### config.mk
export PLATFORM = sky130hd
export DESIGN_NAME = switch_mcu_ex_type_u_wb
export DESIGN_NICKNAME = d
export VERILOG_FILES = /design/src/rtl/switch_mcu_ex_type_u_wb.sv
export SDC_FILE = /design/constraint.sdc
export NUM_CORES = 1
export LEC_CHECK = 0
export ABC_AREA = 1
export CORE_MARGIN = 2
export CORE_UTILIZATION = 35
export CTS_CLUSTER_SIZE = 10
export DETAILED_ROUTE_END_ITERATION = 8
export MAX_ROUTING_LAYER = met4
export PLACE_DENSITY = 0.69
export REMOVE_ABC_BUFFERS = 1
export SYNTH_ARGS = -nofsm -noshare
export SYNTH_HDL_FRONTEND = slang
export SYNTH_SLANG_ARGS = --single-unit
export TNS_END_PERCENT = 50
### constraint.sdc
create_clock -name in_clk -period 1.95 [get_ports in_clk]
set_input_delay 0.2925 -clock in_clk [delete_from_list [all_inputs] [get_ports in_clk]]
set_output_delay 0.2925 -clock in_clk [all_outputs]
set_load 0.03 [all_outputs]
### src/rtl/switch_mcu_ex_type_u_wb.sv
// U-type execute unit with a writeback queue for the switch MCU core.
// Computes LUI/AUIPC results on the issue micro-cycle, pushes {rd, data}
// into a small FIFO and drains it to the register-file write port under a
// ready handshake. Results addressed to x0 are never queued.
// Optional build macro SWITCH_MCU_EX_TYPE_U_JAL_EN adds in_jal and queues
// the JAL link address (lowest priority after LUI and AUIPC).
module switch_mcu_ex_type_u_wb #(
  parameter int unsigned XLEN        = 32,
  parameter int unsigned CNT_W       = 4,
  parameter int unsigned ISSUE_CYCLE = 1,
  parameter int unsigned PC_OFFSET   = 8,
  parameter int unsigned FIFO_DEPTH  = 2
) (
  input  logic             in_clk,
  input  logic             in_rst,
  input  logic [CNT_W-1:0] in_cycle_cnt,
  input  logic [XLEN-1:0]  in_pc_reg,
  input  logic             in_en,
  input  logic             in_lui,
  input  logic             in_auipc,
`ifdef SWITCH_MCU_EX_TYPE_U_JAL_EN
  input  logic             in_jal,
`endif
  input  logic [19:0]      in_imm_type_u,
  input  logic [4:0]       in_rd,
  input  logic             in_flush,
  input  logic             in_wb_ready,
  output logic [4:0]       out_waddr,
  output logic             out_wen,
  output logic [XLEN-1:0]  out_wdata,
  output logic             out_full,
  output logic             out_overflow
);

  localparam int unsigned PtrW = (FIFO_DEPTH > 1) ? $clog2(FIFO_DEPTH) : 1;
  localparam int unsigned CntW = $clog2(FIFO_DEPTH + 1);

  typedef enum logic [1:0] {StEmpty, StPartial, StFull} fifo_st_e;

  logic [4:0]      rd_mem   [FIFO_DEPTH];
  logic [XLEN-1:0] data_mem [FIFO_DEPTH];
  logic [PtrW-1:0] wr_ptr_q, rd_ptr_q;
  logic [CntW-1:0] cnt_q, cnt_d;
  fifo_st_e        st_q, st_d;
  logic            overflow_q;

  logic signed [31:0] u_imm32;
  logic [XLEN-1:0]    u_ext;
  logic [XLEN-1:0]    pc_base;
  logic [XLEN-1:0]    res_data;
  logic               op_hit;
  logic               capture, push, pop, drop;

  assign u_imm32 = {in_imm_type_u, 12'b0};
  // Signed source makes the widening cast sign-extend from bit 31.
  assign u_ext   = XLEN'(u_imm32);
  assign pc_base = in_pc_reg - XLEN'(PC_OFFSET);

  // Result select with fixed opcode priority LUI > AUIPC > JAL.
  always_comb begin
    op_hit   = 1'b0;
    res_data = u_ext;
    if (in_lui) begin
      op_hit   = 1'b1;
      res_data = u_ext;
    end else if (in_auipc) begin
      op_hit   = 1'b1;
      res_data = u_ext + pc_base;
    end
`ifdef SWITCH_MCU_EX_TYPE_U_JAL_EN
    else if (in_jal) begin
      op_hit   = 1'b1;
      res_data = pc_base + XLEN'(4);
    end
`endif
  end

  assign capture = in_en && (in_cycle_cnt == CNT_W'(ISSUE_CYCLE)) && op_hit && !in_flush &&
                   (in_rd != 5'd0);
  assign pop     = (st_q != StEmpty) && in_wb_ready;
  // A pop frees a slot on the same edge, so a full queue can still accept.
  assign push    = capture && ((st_q != StFull) || pop);
  assign drop    = capture && (st_q == StFull) && !pop;

  // Next occupancy and queue state; flush empties the queue outright.
  always_comb begin
    cnt_d = cnt_q + CntW'(push) - CntW'(pop);
    if (in_flush) begin
      cnt_d = '0;
    end
    if (cnt_d == '0) begin
      st_d = StEmpty;
    end else if (cnt_d == CntW'(FIFO_DEPTH)) begin
      st_d = StFull;
    end else begin
      st_d = StPartial;
    end
  end

  // Queue storage, pointers, occupancy state and sticky overflow flag.
  always_ff @(posedge in_clk or negedge in_rst) begin
    if (!in_rst) begin
      for (int i = 0; i < int'(FIFO_DEPTH); i++) begin
        rd_mem[i]   <= '0;
        data_mem[i] <= '0;
      end
      wr_ptr_q   <= '0;
      rd_ptr_q   <= '0;
      cnt_q      <= '0;
      st_q       <= StEmpty;
      overflow_q <= 1'b0;
    end else begin
      if (in_flush) begin
        wr_ptr_q <= '0;
        rd_ptr_q <= '0;
      end else begin
        if (push) begin
          rd_mem[wr_ptr_q]   <= in_rd;
          data_mem[wr_ptr_q] <= res_data;
          wr_ptr_q           <= wr_ptr_q + PtrW'(1);
        end
        if (pop) begin
          rd_ptr_q <= rd_ptr_q + PtrW'(1);
        end
      end
      cnt_q <= cnt_d;
      st_q  <= st_d;
      if (drop) begin
        overflow_q <= 1'b1;
      end
    end
  end

  // Head entry drives the write port; zeros while the queue is empty.
  always_comb begin
    out_wen   = (st_q != StEmpty);
    out_waddr = out_wen ? rd_mem[rd_ptr_q] : 5'd0;
    out_wdata = out_wen ? data_mem[rd_ptr_q] : '0;
  end

  assign out_full     = (st_q == StFull);
  assign out_overflow = overflow_q;

endmodule

==> flow_summary.toml <==
[detailed_routing]
drcViolationCount = 0
first_pass_iters = 5
vias_per_cell = 4.87
post_drt_wl_per_cell_um = 14.4
ant_nets = 0
postRouteWirelength_mm = 21.5
first_iter_violations = 463
vias = 7286

[timing]
hold_violations = 0
setup_viol = 2
maxClockFrequency_ghz = 0.511
rsz0062_at_grt = "yes"
worst_slack_ns = -0.00644
tightest_slew_ns = 0.467
maxSlewViolCount = 0
tns_ns = -0.00985
period_share = 1.00
clock_skew_ns = 0.00532
finalWorstPathRequiredPeriod_ns = 1.96
slew_headroom = 0.689

[yosys]
synth-edff-count = 0
synth_compound_area_frac = 0.114
synth_cell_types = 34
synth_mux_area_frac = 0
yosys.area_share.adder = 0.0971
ys_warn_count = 0
syn_inst = 1020
synth_top_family_by_area = "simple AND/OR/NAND/NOR gates"
yosysSeqAreaShare = 0.313
synthFlopType = "dfrtp_1"
syn_avg_cell_area_um2 = 6.26
synth_xor_area_frac = 0.00685
yosys.area_share.simple = 0.326
synthesis.area_mm2 = 0.00639
async_reset_ff_frac = 1.00
synth_seq_cells = 80

[power_and_ir_drop]
peakVddDrop_mv = 0.488
finalPower_mw = 7.91
p_per_area_mw_per_mm2 = 752
p_leak_nw = 5.49

[clock_network]
htree_levels = 3
cts_tree = "built"
cts-root-buf = "clkbuf_16"
clk_pin_slew_ns = 0.06
numCtsBuffers = 9
clock_latency_ns = 0.34
cts.path.max_buffers = 2
cts.sinks = 80

[placement]
hpwl_mm = 14.4
io_buffers = 107
place_congestion = 0.899

[floorplan]
dieHeight_um = 139
start_util = 0.356
die_w_um = 139
pin_count = 108
num_rows = 49
coreArea_mm2 = 0.0180
die-area_mm2 = 0.0194

[global_route]
grt_max_degree = 81
grt_pass1_vias = 7037
groute.usage.overall = 0.214
antenna_found_initial = 0
grt_remaining_overflow = 0
grt_pass1_wl_mm = 33.5

[finish]
post-route-util = 0.585
fillers = 1597
layout-drive-gt1-share = 0.402
area_growth_pct = 64.6
nets = 1378
diodes = 0

[status]
violations = "setup timing"
status = "complete, but fails checks"

[hold_path]
hold_path_class = "primary input to register"
hold_depth = 3

[critical_path]
path_class = "primary input to register"
cp_data_arrival_time_ns = 2.19
cp_max_fo = 5
required_ns = 2.19
crit_path_frequent_cell = "nand2_1"
crit_path_top_delay_cell = "ha_4"
reg2reg_depth = 9
cp-start-kind = "primary input"
cpPeakStageDelay_ns = 0.34
worstSetupEndpointType = "register"
crit_chain = "dlygate4sd2_1 -> inv_2 -> ha_4 -> inv_2 -> ha_4 -> nand2_8 -> buf_12 -> nor2_4 -> nand2_1 -> nand2_2 -> nand2_1 -> nand3_2 -> nand2_2 -> nand3_2 -> nand2_2 -> nand2_1 -> nand2_1"

[job]
drv_cap = 0
[what timing repair did]
action                                  in CTS  in global routing
hold buffers                                 1                  0
cloned                                       0                  2
setup buffers                               26                 14
pin swaps                                   76                106
endpoints found under the setup margin      74                 71
hold endpoints to repair                    37                  0
gates resized for setup                    267                215
[placed cells by master (no fill, tap or decap), drive strengths merged, types with 2 or more instances in the layout]
cell type	n
nand3b	3
nand4	4
dlymetal6s2s	5
clkdlybuf4s50	18
or2	3
clkinv	5
a21oi	67
o21bai	4
xnor2	4
buf	176
nor2	60
dlygate4sd2	28
clkdlybuf4s15	11
inv	200
nor3	9
nand3	58
bufinv	2
dfrtp	80
o21ai	63
ha	48
clkbuf	30
nand2	377
[final cells by class]
type | count | area (um^2) | area share
inverters | 201 | 762 | 0.0725
repair buffers | 259 | 2310 | 0.220
clock buffers | 10 | 239 | 0.0227
multi-input cells | 710 | 4830 | 0.459
well taps | 229 | 287 | 0.0272
flip-flops and latches | 80 | 2000 | 0.190
clock inverters | 6 | 91.3 | 0.00869
[metal layers]
layer	vias to the layer above	part of all wire	global-route usage
li1	3617	-	-
met1	3387	0.43	0.272
met2	235	0.49	0.363
met3	47	0.053	0.0176
met4	0	0.028	0.0691
met5	-	0	-
[where the power goes]
| part | internal, mW | total, mW | switching [mW] | leakage, nW |
|---|---|---|---|---|
| logic | 1.69 | 4.11 | 2.41 | 4.34 |
| clock network | 1.16 | 1.87 | 0.707 | 0.163 |
| registers | 1.84 | 1.93 | 0.0984 | 0.987 |
| total | 4.69 | 7.91 | 3.22 | 5.49 |
[metrics by stage]
step | hold slack [ns] | instance area [um^2] | setup WS (ns) | instances
floorplan | -0.00309 | 6230 | -0.485 | 991
global placement | 0.352 | 8490 | -0.841 | 1437
finish | 0.309 | 10500 | -0.00644 | 1495
detailed placement | 0.353 | 8490 | -0.847 | 1437
global route | 0.344 | 10500 | -0.0752 | 1495
CTS | 0.416 | 9800 | -0.0260 | 1480
[worst max-delay path: cells and delay by family]
family                   cells  cell delay, ns
adder cells (fa/ha/maj)      2            0.59
buffers and inverters        4            0.42
AND/OR/NAND/NOR             11            0.89
[sequential cells by signal, indices dropped and copies added (netlist names)]
signal	count
cnt_q	1
st_q	2
rd_ptr_q	1
wr_ptr_q	1
rd_mem	10
out_overflow	1
data_mem	64
[cells by family (layout without fill, tap and decap cells)]
group	count (synthesis)	count (layout)
xor+xnor	5	5
fa+ha+maj	49	49
compound gates	140	140
flops	80	80
buf+inv	230	476
simple gates	516	516
[worst paths after layout]
kind | from | to | slack (ns)
min in group asynchronous | in_rst | data_mem[11] | 0.47
max in group asynchronous | in_rst | data_mem[20] | 1.07
max reg2reg | st_q[0] | st_q[1] | 0.12
min reg2reg | data_mem[33] | data_mem[33] | 0.46
min | in_flush | st_q[0] | 0.31
max | in_pc_reg[20] | data_mem[61] | -0.006
[cell usage after synthesis (all sizes together), types with 2 or more instances]
| cell type | count | area share |
|---|---|---|
| a21oi | 67 | 0.052 |
| buf | 12 | 0.015 |
| clkbuf | 17 | 0.010 |
| clkinv | 2 | 0.0012 |
| dfrtp | 80 | 0.31 |
| ha | 48 | 0.094 |
| inv | 199 | 0.12 |
| nand2 | 377 | 0.22 |
| nand3 | 58 | 0.045 |
| nand3b | 3 | 0.0035 |
| nand4 | 4 | 0.0039 |
| nor2 | 60 | 0.039 |
| nor3 | 9 | 0.0070 |
| o21ai | 63 | 0.049 |
| o21bai | 4 | 0.0047 |
| or2 | 3 | 0.0029 |
| xnor2 | 4 | 0.0055 |
Note: power is estimated with default switching activity, not from simulation.
